**src/rtl/aixh_mxc_upper_bwd_sink_if.sv**
```systemverilog
// Handshake bundle for the upper backward sink: repeater input,
// collection control/status, and consumer output.
`ifndef UPCELL_BWD_DWIDTH
`define UPCELL_BWD_DWIDTH 32
`endif

interface aixh_mxc_upper_bwd_sink_if #(
    parameter int DEPTH  = 8,
    parameter int DWIDTH = `UPCELL_BWD_DWIDTH
);
    localparam int CW = $clog2(DEPTH) + 1;

    logic              i_bwd_vld;
    logic [DWIDTH-1:0] i_bwd_dat;
    logic              i_start;
    logic [15:0]       i_exp_cnt;
    logic              i_clr;
    logic              o_dat_vld;
    logic [DWIDTH-1:0] o_dat;
    logic              i_dat_rdy;
    logic [CW-1:0]     o_cnt;
    logic              o_done;
    logic              o_busy;
    logic              o_ovf;

    modport slave (
        input  i_bwd_vld, i_bwd_dat,
        input  i_start, i_exp_cnt, i_clr,
        input  i_dat_rdy,
        output o_dat_vld, o_dat, o_cnt,
        output o_done, o_busy, o_ovf
    );

    modport master (
        output i_bwd_vld, i_bwd_dat,
        output i_start, i_exp_cnt, i_clr,
        output i_dat_rdy,
        input  o_dat_vld, o_dat, o_cnt,
        input  o_done, o_busy, o_ovf
    );
endinterface

```
**src/rtl/aixh_mxc_upper_bwd_sink.sv**
```systemverilog
// Backward-data sink FIFO with word-count collection FSM.
// Define AIXH_MXC_UPPER_BWD_SINK_OVF_EN for the sticky overflow flag.
`ifndef UPCELL_BWD_DWIDTH
`define UPCELL_BWD_DWIDTH 32
`endif

module aixh_mxc_upper_bwd_sink #(
    parameter int DEPTH  = 8,
    parameter int DWIDTH = `UPCELL_BWD_DWIDTH
) (
    input  logic aixh_core_clk2x,
    input  logic aixh_core_rstn,
    aixh_mxc_upper_bwd_sink_if.slave bus
);
    localparam int AW = $clog2(DEPTH);
    localparam int CW = AW + 1;

    typedef enum logic {IDLE, RUN} state_t;

    logic [DWIDTH-1:0] mem [DEPTH];
    logic [AW-1:0]     wptr_q, wptr_d;
    logic [AW-1:0]     rptr_q, rptr_d;
    logic [CW-1:0]     cnt_q, cnt_d;
    state_t            state_q, state_d;
    logic [15:0]       rem_q, rem_d;
    logic              done_q, done_d;

    logic full, push, pop, clr;

    assign clr  = bus.i_clr;
    assign full = (cnt_q == CW'(DEPTH));
    assign pop  = bus.o_dat_vld && bus.i_dat_rdy;
    // A full buffer still takes a word if the head leaves this cycle.
    assign push = bus.i_bwd_vld && (!full || pop);

    assign bus.o_dat_vld = (cnt_q != '0);
    assign bus.o_dat     = mem[rptr_q];
    assign bus.o_cnt     = cnt_q;
    assign bus.o_done    = done_q;
    assign bus.o_busy    = (state_q == RUN);

    always_comb begin
        wptr_d = wptr_q;
        rptr_d = rptr_q;
        cnt_d  = cnt_q;
        if (clr) begin
            wptr_d = '0;
            rptr_d = '0;
            cnt_d  = '0;
        end else begin
            if (push) wptr_d = wptr_q + AW'(1);
            if (pop)  rptr_d = rptr_q + AW'(1);
            unique case (1'b1)
                push && !pop: cnt_d = cnt_q + CW'(1);
                pop && !push: cnt_d = cnt_q - CW'(1);
                default:      cnt_d = cnt_q;
            endcase
        end
    end

    always_comb begin
        state_d = state_q;
        rem_d   = rem_q;
        done_d  = 1'b0;
        if (clr) begin
            state_d = IDLE;
        end else begin
            unique case (state_q)
                IDLE: if (bus.i_start) begin
                    if (bus.i_exp_cnt == 16'd0) begin
                        done_d = 1'b1;
                    end else begin
                        state_d = RUN;
                        rem_d   = bus.i_exp_cnt;
                    end
                end
                RUN: if (pop) begin
                    rem_d = rem_q - 16'd1;
                    if (rem_q == 16'd1) begin
                        done_d  = 1'b1;
                        state_d = IDLE;
                    end
                end
                default: state_d = IDLE;
            endcase
        end
    end

    always_ff @(posedge aixh_core_clk2x) begin
        if (!aixh_core_rstn) begin
            wptr_q  <= '0;
            rptr_q  <= '0;
            cnt_q   <= '0;
            state_q <= IDLE;
            rem_q   <= '0;
            done_q  <= 1'b0;
        end else begin
            wptr_q  <= wptr_d;
            rptr_q  <= rptr_d;
            cnt_q   <= cnt_d;
            state_q <= state_d;
            rem_q   <= rem_d;
            done_q  <= done_d;
        end
    end

    // Storage carries no reset; occupancy alone defines validity.
    always_ff @(posedge aixh_core_clk2x) begin
        if (push && !clr) mem[wptr_q] <= bus.i_bwd_dat;
    end

`ifdef AIXH_MXC_UPPER_BWD_SINK_OVF_EN
    logic ovf_q;
    logic drop;

    assign drop      = bus.i_bwd_vld && full && !pop;
    assign bus.o_ovf = ovf_q;

    always_ff @(posedge aixh_core_clk2x) begin
        if (!aixh_core_rstn || clr) ovf_q <= 1'b0;
        else if (drop)              ovf_q <= 1'b1;
    end
`else
    assign bus.o_ovf = 1'b0;
`endif

endmodule

```
**src/flat_wrapper.sv**
```systemverilog
// flat-port wrapper written by rule: the top's interface ports become plain ports
module aixh_mxc_upper_bwd_sink_flat 
#(
    parameter int DEPTH  = 8,
    parameter int DWIDTH = `UPCELL_BWD_DWIDTH
)
  (aixh_core_clk2x, aixh_core_rstn, bus_i_bwd_vld, bus_i_bwd_dat, bus_i_start, bus_i_exp_cnt, bus_i_clr, bus_i_dat_rdy, bus_o_dat_vld, bus_o_dat, bus_o_cnt, bus_o_done, bus_o_busy, bus_o_ovf);
  aixh_mxc_upper_bwd_sink_if #(.DEPTH(DEPTH), .DWIDTH(DWIDTH)) bus_i ();
  input  logic aixh_core_clk2x;
  input  logic aixh_core_rstn;
  input wire logic [$bits(bus_i.i_bwd_vld)-1:0] bus_i_bwd_vld;
  input wire logic [$bits(bus_i.i_bwd_dat)-1:0] bus_i_bwd_dat;
  input wire logic [$bits(bus_i.i_start)-1:0] bus_i_start;
  input wire logic [$bits(bus_i.i_exp_cnt)-1:0] bus_i_exp_cnt;
  input wire logic [$bits(bus_i.i_clr)-1:0] bus_i_clr;
  input wire logic [$bits(bus_i.i_dat_rdy)-1:0] bus_i_dat_rdy;
  output wire logic [$bits(bus_i.o_dat_vld)-1:0] bus_o_dat_vld;
  output wire logic [$bits(bus_i.o_dat)-1:0] bus_o_dat;
  output wire logic [$bits(bus_i.o_cnt)-1:0] bus_o_cnt;
  output wire logic [$bits(bus_i.o_done)-1:0] bus_o_done;
  output wire logic [$bits(bus_i.o_busy)-1:0] bus_o_busy;
  output wire logic [$bits(bus_i.o_ovf)-1:0] bus_o_ovf;
  assign bus_i.i_bwd_vld = bus_i_bwd_vld;
  assign bus_i.i_bwd_dat = bus_i_bwd_dat;
  assign bus_i.i_start = bus_i_start;
  assign bus_i.i_exp_cnt = bus_i_exp_cnt;
  assign bus_i.i_clr = bus_i_clr;
  assign bus_i.i_dat_rdy = bus_i_dat_rdy;
  assign bus_o_dat_vld = bus_i.o_dat_vld;
  assign bus_o_dat = bus_i.o_dat;
  assign bus_o_cnt = bus_i.o_cnt;
  assign bus_o_done = bus_i.o_done;
  assign bus_o_busy = bus_i.o_busy;
  assign bus_o_ovf = bus_i.o_ovf;
  aixh_mxc_upper_bwd_sink #(.DEPTH(DEPTH), .DWIDTH(DWIDTH)) u_core (.aixh_core_clk2x(aixh_core_clk2x), .aixh_core_rstn(aixh_core_rstn), .bus(bus_i));
endmodule
```
**config.mk**
```make
export PLATFORM = sky130hd
export DESIGN_NAME = aixh_mxc_upper_bwd_sink_flat
export DESIGN_NICKNAME = d
export VERILOG_FILES = /design/src/rtl/aixh_mxc_upper_bwd_sink_if.sv /design/src/rtl/aixh_mxc_upper_bwd_sink.sv /design/src/flat_wrapper.sv
export SDC_FILE = /design/constraint.sdc
export NUM_CORES = 1
export LEC_CHECK = 0
export CELL_PAD_IN_SITES_DETAIL_PLACEMENT = 2
export CELL_PAD_IN_SITES_GLOBAL_PLACEMENT = 2
export CORE_MARGIN = 2
export CORE_UTILIZATION = 35
export CTS_CLUSTER_SIZE = 14
export DETAILED_ROUTE_END_ITERATION = 7
export GPL_ROUTABILITY_DRIVEN = 1
export PLACE_DENSITY_LB_ADDON = 0.08
export SLEW_MARGIN = 20
export SYNTH_ARGS = -nofsm -noshare
export SYNTH_HDL_FRONTEND = slang
export SYNTH_SLANG_ARGS = --single-unit
export TNS_END_PERCENT = 1
```
**constraint.sdc**
```tcl
create_clock -name aixh_core_clk2x -period 5.3 [get_ports aixh_core_clk2x]
set_input_delay 1.06 -clock aixh_core_clk2x [delete_from_list [all_inputs] [get_ports aixh_core_clk2x]]
set_output_delay 1.06 -clock aixh_core_clk2x [all_outputs]
set_load 0.05 [all_outputs]
```
# Yosys cells after proc, flatten, opt, wreduce, memory -nomap -nowiden
# Memories as Yosys holds them, arrays and structs flattened. A register that Yosys moved wholly into a read port is not among the register bits.
# Cells that the tools add are included.
dict set report totals {
  memories 1
  in_bits 54
  output_inout_bits 40
  mem_bits_rw 256
  wordCells 54
  reg_bits 28
}
# name words word_bits read_ports rd_ports_with_merged_regs wr line_no
set memory_table {}
lappend memory_table {u_core.mem 8 32 1 1 1 aixh_mxc_upper_bwd_sink.sv:20} ;# logic [DWIDTH-1:0] mem [DEPTH];
dict set report classes {
  eq_ne 5
  reduce_logical 15
  addsub 5
  n_mux 19
  n_bitwise 3
}
# op count
set ops {}
lappend ops {{16-bit 2-to-1 mux} 3}
lappend ops {{16-bit one-hot mux with 2 select lines} 1}
lappend ops {{16-bit by 1-bit equality test with 1-bit output, second input constant} 1}
lappend ops {{16-bit logical NOT} 1}
lappend ops {{16-bit by 1-bit subtractor with 16-bit output, second input constant} 1}
lappend ops {{1-bit 2-to-1 mux} 10}
lappend ops {{4-bit one-hot mux with 2 select lines} 1}
lappend ops {{3-bit by 1-bit adder with 3-bit output, second input constant} 2}
lappend ops {{3-bit 2-to-1 mux} 2}
lappend ops {{2-bit != test, second input constant} 3}
lappend ops {{1-bit logical AND} 5}
lappend ops {{4-bit by 1-bit adder with 4-bit output, second input constant} 1}
lappend ops {{4-bit equality test, second input constant} 1}
lappend ops {{1-bit logical NOT} 4}
lappend ops {{1-bit one-hot mux with 2 select lines} 2}
lappend ops {{4-bit AND reduction} 1}
lappend ops {{4-bit nonzero test} 1}
lappend ops {{4-bit by 1-bit subtractor with 4-bit output, second input constant} 1}
lappend ops {{1-bit inverter} 3}
lappend ops {{2-bit nonzero test} 1}
lappend ops {{2-bit OR reduction} 1}
lappend ops {{1-bit logical OR} 1}

# Depth between registers and ports, before layout
# Gate-level depths: netlist (run 1).
dict set report depth {
  word_depth 7
  depth_mapped 9
  mapped_depth_nobuf 9
}

# Worst setup path after synthesis (run 1)
# No wires, ideal clock.
dict set report synth_timing {
  path_type {input-to-reg}
  from {input bus_i_dat_rdy}
  to {memory u_core.mem[5][0] in the netlist's numbering, enable pin}
  slack_ps -82
  setup_ps 513
  path_stages 4
  t_required_ps 4787
  arrival_ps 4869
  path_buffers 0
  path_cell_list {nand2b_1 o21a_1 nand2_1 nor4b_1}
}
dict set report synth_via {
  elab_chain_len 6
}
# element line_no
set synth_rtl {}
lappend synth_rtl {{from (decl)} flat_wrapper.sv:16} ;# input wire logic [$bits(bus_i.i_dat_rdy)-1:0] bus_i_dat_rdy;
lappend synth_rtl {{1-bit logical AND} aixh_mxc_upper_bwd_sink.sv:32} ;# assign pop = bus.o_dat_vld && bus.i_dat_rdy;
lappend synth_rtl {{1-bit logical OR} aixh_mxc_upper_bwd_sink.sv:34} ;# assign push = bus.i_bwd_vld && (!full || pop);
lappend synth_rtl {{1-bit logical AND} aixh_mxc_upper_bwd_sink.sv:34}
lappend synth_rtl {{1-bit logical AND} aixh_mxc_upper_bwd_sink.sv:109} ;# if (push && !clr) mem[wptr_q] <= bus.i_bwd_dat;
lappend synth_rtl {{1-bit 2-to-1 mux} aixh_mxc_upper_bwd_sink.sv:109}
lappend synth_rtl {{1-bit 2-to-1 mux (implied by the code)} aixh_mxc_upper_bwd_sink.sv:109}
lappend synth_rtl {{to (decl)} aixh_mxc_upper_bwd_sink.sv:20}
# No other way between the ends.

==> results of run 1 <==
==> worst register-to-register path, cell delays in order, from the launching register on <==
cell,delay [ps]
dfxtp_1,470
or3_1,210
o21a_1,270
nand2_1,240
nor2_4,660
buf_4,360
==> synth_stat cells, drive strengths merged (3+ instances only) <==
cell,n,area (um^2)
a21oi,23,126.4
buf,15,91.33
clkbuf,18,67.56
dfxtp,31,620.6
edfxtp,256,7687
ha,6,75.07
inv,11,41.29
mux2,33,371.6
mux4,64,1441
nand2,39,146.4
nand2b,10,62.56
nand3,6,30.03
nand3b,3,22.52
nor2,21,78.83
nor2b,4,25.02
nor3,8,45.04
nor3b,4,30.03
nor4,8,65.06
nor4b,3,32.53
o211ai,3,22.52
o21a,3,22.52
o21ai,7,35.03
o22ai,8,68.82
o2bb2ai,6,52.55
or3,4,25.02
xnor2,5,43.79
==> registers in the layout, summed over array words and instances (netlist names), named ones only <==
register	flops
u_core.mem	256
u_core.bus.o_done	1
u_core.rptr_q	3
u_core.bus.o_cnt	4
u_core.wptr_q	3
u_core.bus.o_busy	1
u_core.rem_q	16
==> placed cells by master (no fill, tap or decap), types with 15 or more instances in the layout <==
cell	instances
a21oi_1	22
clkdlybuf4s50_1	92
mux2_2	33
nor2_1	19
nand2_1	39
mux4_2	64
clkbuf_16	35
buf_4	15
dfxtp_1	28
edfxtp_1	256
==> path summary, 6_finish.rpt <==
kind | startpoint | end | slack (ps) | depth (start not counted)
worst max-delay path | flip-flop | bus_o_dat[14] | 1060 | 4
worst min-delay path | u_core.rem_q[1] | u_core.rem_q[1] | 480 | 2
worst max register to register | u_core.bus.o_cnt[1] | u_core.mem[7][24] | 2780 | 5
worst min register to register | u_core.rem_q[1] | u_core.rem_q[1] | 480 | 2
==> power breakdown <==
| group | switching [mW] | leakage, nW | internal (mW) | total (mW) |
|---|---|---|---|---|
| clock network | 0.869 | 0.551 | 1.50 | 2.37 |
| registers | 0.0219 | 2.57 | 2.49 | 2.51 |
| logic | 0.210 | 1.38 | 0.151 | 0.361 |
==> final cells by class <==
class | count | area (um^2) | share of cell area (%)
sequential | 287 | 8317 | 58.46
multi-input combinational | 292 | 3084 | 21.68
inverter | 11 | 41.29 | 0.2902
clock inverter | 15 | 227.7 | 1.601
tap | 442 | 553.0 | 3.887
antenna | 2 | 5.005 | 0.03518
clock buffer | 43 | 905.9 | 6.367
timing repair buffer | 110 | 1094 | 7.686
==> layer usage <==
| layer | GRT usage (%) | vias up | wire (um) |
|---|---|---|---|
| met4 | 4.189 | 0 | 492 |
| met1 | 21.17 | 3226 | 12000 |
| li1 | - | 2732 | - |
| met5 | 0 | - | 0 |
| met3 | 3.228 | 32 | 1108 |
| met2 | 28.84 | 107 | 13770 |
==> per-stage QoR <==
step                setup slack (ps)  TNS [ps]  cells
CTS                            989.6         0   1200
detailed placement              1545         0   1142
floorplan                     -82.25     -5262    623
finish                          1057         0   1202
global placement                1581         0   1142
global route                   875.3         0   1200
==> cell families after synthesis <==
logic type / count (synthesis)
compound gates: 59
xor+xnor: 7
fa+ha+maj: 7
buf+inv: 44
flops: 287
mux: 99
other cells: 1
simple gates: 119
==> impl_metrics.csv, run 1 <==
group,metric,value,unit
timing,slew_viol_final,0,
logic_synthesis,avgSynthCellArea,18.53,um^2
logic_synthesis,synth_adder_area_share,0.8238,%
clock_network,cts-resized-gates,0,
place,dp.final_hpwl,16.36,mm
timing,maxClockFrequency,235.7,MHz
power,vdd_ir_drop_max,0.0002182,V
logic_synthesis,synthesis.nets,684,
floorplanning,initial_core_util,35.48,%
logic_synthesis,synth.distinct_cells,54,
grt,grtUsageTotal,16.52,%
logic_synthesis,async_reset_ff_share,0,%
logic_synthesis,synth-xor-area-share,0.5311,%
floorplanning,die_x,185.6,um
detailed_routing,wl,27.37,mm
timing,worstMarginPinSlew,1071,ps
timing,setup_viol,0,
floorplanning,ios,94,
timing,fin_crit,4243,ps
place,placed_area,13090,um^2
layout,utilization,43.73,%
clock_network,cts_tree,"done",
power,power.total,5.240,mW
grt,grt_pass1_vias,6913,
logic_synthesis,ys_seq_area_share,71.97,%
logic_synthesis,yosys_register_bits,287,
critical_path,arrival,3180,ps
layout,layout-drive-gt1-share,24.41,%
timing,finalClockSkew,18.69,ps
logic_synthesis,yosys_warnings,0,
clock_network,cts.htree.levels,2,
critical_path,crit_fanout,21,
detailed_routing,viasPerCell,5.072,
grt,antenna_found_initial,2,
logic_synthesis,synth_mux_area_share,15.88,%
logic_synthesis,synth_edf_count,256,
timing,rsz0062_at_grt,"no",
clock_network,post_cts_buffers,0,
detailed_routing,drt_first_pass_iters,4,
critical_path,cp_cell_sequence,"buf_4 > mux4_2 > mux2_2 > clkdlybuf4s50_1",
critical_path,crit_type,"reg -> out",
place,port_buffers,92,
critical_path,cp_slowest_cell,"clkdlybuf4s50_1",
clock_network,cts_root_buf,"clkbuf_16",
grt,grt.overflow.total,0,
clock_network,numCtsBuffers,34,
power,cellLeakagePower,4.499,nW
min_path,hp-class,"reg -> reg",
critical_path,crit_path_end_kind,"output pin",
logic_synthesis,synth_top_flop_cell,"edfxtp_1",
clock_network,path_clk_slew,60,ps
detailed_routing,vias,6097,
logic_synthesis,synth_top_family_by_area,"multiplexers",
job,drv_cap,0,
grt,grt_max_degree,65,
floorplanning,die-area,34450,um^2
logic_synthesis,synth_compound_area_share,3.566,%
detailed_routing,detail-route-antenna-nets,0,
floorplanning,core_area,32540,um^2
layout,final_area,14230,um^2
timing,hold_ws,481.0,ps
critical_path,cp.required,4240,ps
layout,synthToLayoutAreaGrowth,23.25,%
layout,fin_nets,797,
critical_path,crit_family,"buffers and inverters",
timing,relSlewSlack,28.60,%
critical_path,crit_path_max_incr_delay,710,ps
run_status,outcome,"complete, no violations",
logic_synthesis,netlist_area,11540,um^2
detailed_routing,routedWlPerCell,22.77,um
clock_network,clockBufferDepth,3,
place,place_congestion,0.6883,
detailed_routing,drc,0,
logic_synthesis,syn_inst,623,
timing,timing.final.crit_share,80.06,%
floorplanning,fp.dieH,185.6,um
clock_network,clkLatencyLatePin,510,ps
critical_path,path_buf_inv,2,
floorplanning,std_cell_rows,66,
detailed_routing,initialDrtViolationCount,250,
power,power.density,368.3,nW/um^2
clock_network,cts_sinks,287,
clock_network,hold_buffers,0,
timing,finalHoldViolations,0,
layout,fill_cells,3079,
logic_synthesis,synthSimpleGateAreaFrac,5.463,%
critical_path,critPathLaunchType,"flip-flop",
grt,grt_pass1_wl,41.95,mm
No activity file was read; power rests on OpenSTA's default activity.
==> run 2, diff against run 1 <==
Clock period 5.3 ns to 3.4 ns, I/O delays scaled along.
==> run 2 against run 1 <==
Clock-buffer cell count is 4 lower. Largest power group unchanged. Combinational power is 57% higher. Die area stayed put. Sequential power is 56% higher. Register-to-register slack worse by 1800 ps. Final area is 0.53% lower. Clock skew is 6.1 ps lower. Sequential share of layout area is 0.31 points higher.
==> impl_metrics.csv, run 2 (synthesis results as in run 1) <==
group,metric,value,unit
place,dp.final_hpwl,16.68,mm
critical_path,cp_cell_sequence,"mux4_2 > mux2_2 > clkdlybuf4s50_1",
layout,regArea,8317,um^2
detailed_routing,routedWlPerCell,23.04,um
floorplanning,fp.dieH,185.6,um
run_status,outcome,"complete, no violations",
timing,worstMarginPinSlew,552.5,ps
place,port_buffers,92,
layout,fill_cells,3081,
timing,setup_viol,0,
layout,finalNonFillerCells,1205,
critical_path,crit_path_end_kind,"output pin",
job,drv_cap,0,
layout,layout-drive-gt1-share,27.52,%
layout,final_cell_mix,"edfxtp_1, mux4_2, clkdlybuf4s50_1",
timing,rsz0062_at_grt,"yes",
critical_path,crit_fanout,12,
critical_path,arrival,2590,ps
layout,num_antenna_cells,0,
clock_network,clockBufferDepth,3,
layout,multiInputGateArea,3110,um^2
clock_network,numCtsBuffers,31,
detailed_routing,drt_first_pass_iters,4,
timing,fin_crit,3274,ps
grt,grt_max_degree,50,
critical_path,r2r_cells,9,
critical_path,r2r_slack,950,ps
detailed_routing,viasPerCell,5.047,
critical_path,cp_slowest_cell,"clkdlybuf4s50_1",
floorplanning,initial_core_util,35.48,%
grt,grt_pass1_wl,42.12,mm
clock_network,cts_root_buf,"clkbuf_16",
floorplanning,die_x,185.6,um
critical_path,crit_path_max_incr_delay,710,ps
critical_path,crit_type,"reg -> out",
clock_network,hold_buffers,0,
timing,relSlewSlack,63.16,%
detailed_routing,initialDrtViolationCount,415,
detailed_routing,drc,0,
timing,slew_viol_final,0,
min_path,hp-class,"reg -> reg",
timing,finalClockSkew,12.63,ps
timing,finalHoldViolations,0,
clock_network,cts_sinks,287,
critical_path,r2r-start,"u_core.bus.o_cnt[0]",
clock_network,path_clk_slew,60,ps
layout,synthToLayoutAreaGrowth,22.60,%
power,cellLeakagePower,4.547,nW
clock_network,cts_tree,"done",
floorplanning,ios,94,
grt,antenna_found_initial,0,
critical_path,setup.worst_path.end,"bus_o_dat[6]",
layout,final_common_cell,"edfxtp_1",
grt,grt_pass1_vias,6851,
layout,top_register,"u_core.mem",
clock_network,clkLatencyLatePin,560,ps
grt,grtUsageTotal,16.39,%
layout,fin_nets,802,
clock_network,cts.htree.levels,1,
floorplanning,std_cell_rows,66,
detailed_routing,wl,27.77,mm
power,vdd_ir_drop_max,0.0004019,V
timing,timing.final.crit_share,96.30,%
detailed_routing,vias,6082,
critical_path,critPathLaunchType,"flip-flop",
floorplanning,die-area,34450,um^2
power,power.density,554.3,nW/um^2
place,dp.cells,1150,
detailed_routing,detail-route-antenna-nets,0,
timing,maxClockFrequency,305.4,MHz
critical_path,r2r-end,"u_core.bus.o_cnt[3]",
floorplanning,core_area,32540,um^2
min_path,min_delay_path_depth,2,
place,place_congestion,0.7370,
critical_path,cp.required,2720,ps
timing,hold_ws,483.5,ps
grt,grt.overflow.total,0,
layout,largest_reg_flops,256,
-- run 2: critical path, delay by kind of cell, from the launching register on --
family / cells / cell delay (ps)
buffers and inverters: 1 / 710
multiplexers: 2 / 820
flip-flops: 1 / 500
-- run 2: per-layer routing --
layer | vias to the layer above | GRT usage [%] | part of all wire (%)
met5 | - | 0 | 0
met2 | 98 | 27.94 | 50
met4 | 0 | 3.370 | 1.3
li1 | 2733 | - | -
met1 | 3222 | 22.38 | 45
met3 | 29 | 2.485 | 3.4
-- run 2: how the worst min path moves through the flow --
stage | end | startpoint
after global placement | u_core.rem_q[15] | u_core.rem_q[15]
after floorplan | u_core.rem_q[15] | u_core.rem_q[15]
after global routing | u_core.rem_q[15] | u_core.rem_q[15]
after CTS | u_core.rem_q[15] | u_core.rem_q[15]
final | u_core.rem_q[15] | u_core.rem_q[15]
after detailed placement | u_core.rem_q[15] | u_core.rem_q[15]
-- run 2: layout make-up --
| cell class | instances | area share (%) |
|---|---|---|
| Tap cell | 442 | 3.908 |
| Clock buffer | 39 | 5.835 |
| Clock inverter | 16 | 1.335 |
| Timing Repair Buffer | 118 | 7.886 |
| Multi-Input combinational cell | 292 | 21.98 |
| Inverter | 11 | 0.2918 |
| Sequential cell | 287 | 58.77 |
-- run 2: what timing repair did --
item,4_1_cts,5_1_grt
buffers inserted,0,0
setup endpoints to repair,27,13
resized for setup,14,4
cloned,0,0
endpoints found under the hold margin,0,0
-- run 2: power breakdown --
group          internal, mW  switching (mW)
Clock                  2.01            1.35
Combinational         0.232           0.333
Sequential             3.88          0.0322
-- run 2: per-stage QoR --
step | setup TNS [ps] | utilization, % | setup WS (ps) | area [um^2] | power [mW]
floorplan | -58750 | - | -472.0 | 11560 | 4.327
CTS | 0 | 43.46 | 10.61 | 14140 | 7.956
finish | 0 | 43.50 | 125.7 | 14150 | 7.845
detailed placement | 0 | 40.32 | 422.5 | 13120 | 4.562
global placement | 0 | 40.32 | 464.2 | 13120 | 4.542
global route | -13.11 | 43.50 | -5.745 | 14150 | 8.144
==> run 3, diff against run 2 <==
Settings changed: CTS_BUF_LIST set to sky130_fd_sc_hd__clkbuf_8.
==> run 3 against run 2 <==
Clock power shrank 12%. Clock-buffer cell count grew 14. Wire length shrank 0.19%. Register-to-register slack is essentially flat. Highest routed layer unchanged. Combinational power is essentially flat. Fmax is essentially flat.
==> impl_metrics.csv, run 3 (synthesis results as in run 1) <==
group,metric,value,unit
power,p_sw,1.743,mW
timing,setup_viol,0,
power,vdd_ir_drop_max,0.0002481,V
floorplanning,ios,94,
timing,relSlewSlack,63.13,%
detailed_routing,viasPerCell,4.990,
floorplanning,die-area,34450,um^2
layout,largest_reg_flops,256,
power,clockPowerShare,39.9,%
grt,grt_pass1_wl,42.29,mm
min_path,hp-class,"reg -> reg",
critical_path,critPathLaunchType,"flip-flop",
timing,fin_crit,3277,ps
detailed_routing,detail-route-antenna-nets,0,
timing,rsz0062_at_grt,"no",
power,p_seq_share,52.5,%
layout,final_common_cell,"edfxtp_1",
floorplanning,core_area,32540,um^2
grt,grt.overflow.total,0,
clock_network,numCtsBuffers,50,
clock_network,clkLatencyLatePin,560,ps
critical_path,cp.required,2720,ps
clock_network,cts_sinks,287,
layout,final_area,14070,um^2
critical_path,crit_type,"reg -> out",
floorplanning,std_cell_rows,66,
place,placed_area,13120,um^2
layout,num_antenna_cells,0,
floorplanning,die_x,185.6,um
grt,grt_pass1_vias,7021,
place,dp.final_hpwl,16.68,mm
detailed_routing,vias,6197,
timing,timing.final.crit_share,96.40,%
place,dp_slack,422.5,ps
place,port_buffers,92,
timing,slew_viol_final,0,
detailed_routing,drt_first_pass_iters,4,
clock_network,post_cts_buffers,0,
timing,maxClockFrequency,305.1,MHz
critical_path,arrival,2600,ps
run_status,outcome,"complete, no violations",
power,power.total,7.450,mW
layout,synthToLayoutAreaGrowth,21.93,%
layout,layout-drive-gt1-share,28.38,%
floorplanning,initial_core_util,35.48,%
grt,antenna_found_initial,0,
power,combinationalPowerShare,7.6,%
grt,grtUsageTotal,16.45,%
detailed_routing,drc,0,
clock_network,cts_tree,"done",
layout,fin_nets,821,
detailed_routing,wl,27.72,mm
place,place_congestion,0.7370,
clock_network,cts_root_buf,"clkbuf_8",
job,drv_cap,0,
timing,finalClockSkew,14.63,ps
timing,finalHoldViolations,0,
clock_network,clockBufferDepth,3,
clock_network,path_clk_slew,60,ps
timing,worstMarginPinSlew,553.1,ps
timing,worst_slack,122.5,ps
power,cellLeakagePower,4.590,nW
power,power.density,529.3,nW/um^2
floorplanning,fp.dieH,185.6,um
critical_path,crit_path_end_kind,"output pin",
power,swShare,23.40,%
grt,grt_max_degree,50,
layout,top_register,"u_core.mem",
power,power.internal,5.707,mW
detailed_routing,initialDrtViolationCount,310,
critical_path,crit_fanout,29,
detailed_routing,routedWlPerCell,22.31,um
timing,fin_setup_tns,0,ps
layout,final_cell_mix,"edfxtp_1, mux4_2, clkdlybuf4s50_1",
clock_network,cts.htree.levels,2,
[run 3: power by group through the flow]
stage	sequential [mW]	clock [mW]	combinational, mW
floorplan	3.99	0	0.341
global placement	3.98	0	0.561
detailed placement	3.99	0	0.576
CTS	3.91	3.08	0.575
global route	3.92	3.24	0.612
finish	3.91	2.97	0.565
[run 3: metrics by stage]
step	util (%)	hold WS (ps)	instances
floorplan	-	437.3	623
global route	43.26	513.9	1242
global placement	40.32	466.5	1150
CTS	43.22	490.8	1242
detailed placement	40.32	484.3	1150
finish	43.26	484.9	1242
[run 3: worst paths after layout]
check	start	endpoint	slack, ps	cells past startpoint
worst max-delay path	flip-flop	bus_o_dat[7]	120	3
worst min-delay path	u_core.rem_q[15]	u_core.rem_q[15]	480	2
worst max register to register	u_core.bus.o_cnt[3]	u_core.bus.o_cnt[3]	960	9
worst min register to register	u_core.rem_q[15]	u_core.rem_q[15]	480	2
[run 3: timing repair]
item                                    in CTS  in global routing
hold buffers                                 0                  0
resized for setup                           13                  3
pin swaps                                    0                  0
endpoints found under the setup margin      27                 18
[run 3: worst max-delay path, cell delays in order, from the launching register on]
cell and delay, ps:
dfxtp_4 650, mux4_2 390, mux2_2 300, clkdlybuf4s50_1 700
[run 3: area by class of cell]
| type | instances | area, um^2 |
|---|---|---|
| clock inverters | 39 | 212.7 |
| clock buffers | 53 | 729.5 |
| fillers | 3123 | 18460 |
| repair buffers | 118 | 1111 |
| inverters | 11 | 41.29 |
| flip-flops and latches | 287 | 8317 |
| multi-input cells | 292 | 3110 |
| well taps | 442 | 553.0 |
[run 3: metal layers]
layer  GRT usage, %  vias up  wire, um
met5              0        -         0
met4          4.220        0       443
met3          2.954       38       998
met2          27.91      109     13790
met1          21.91     3261     12490
li1               -     2789         -
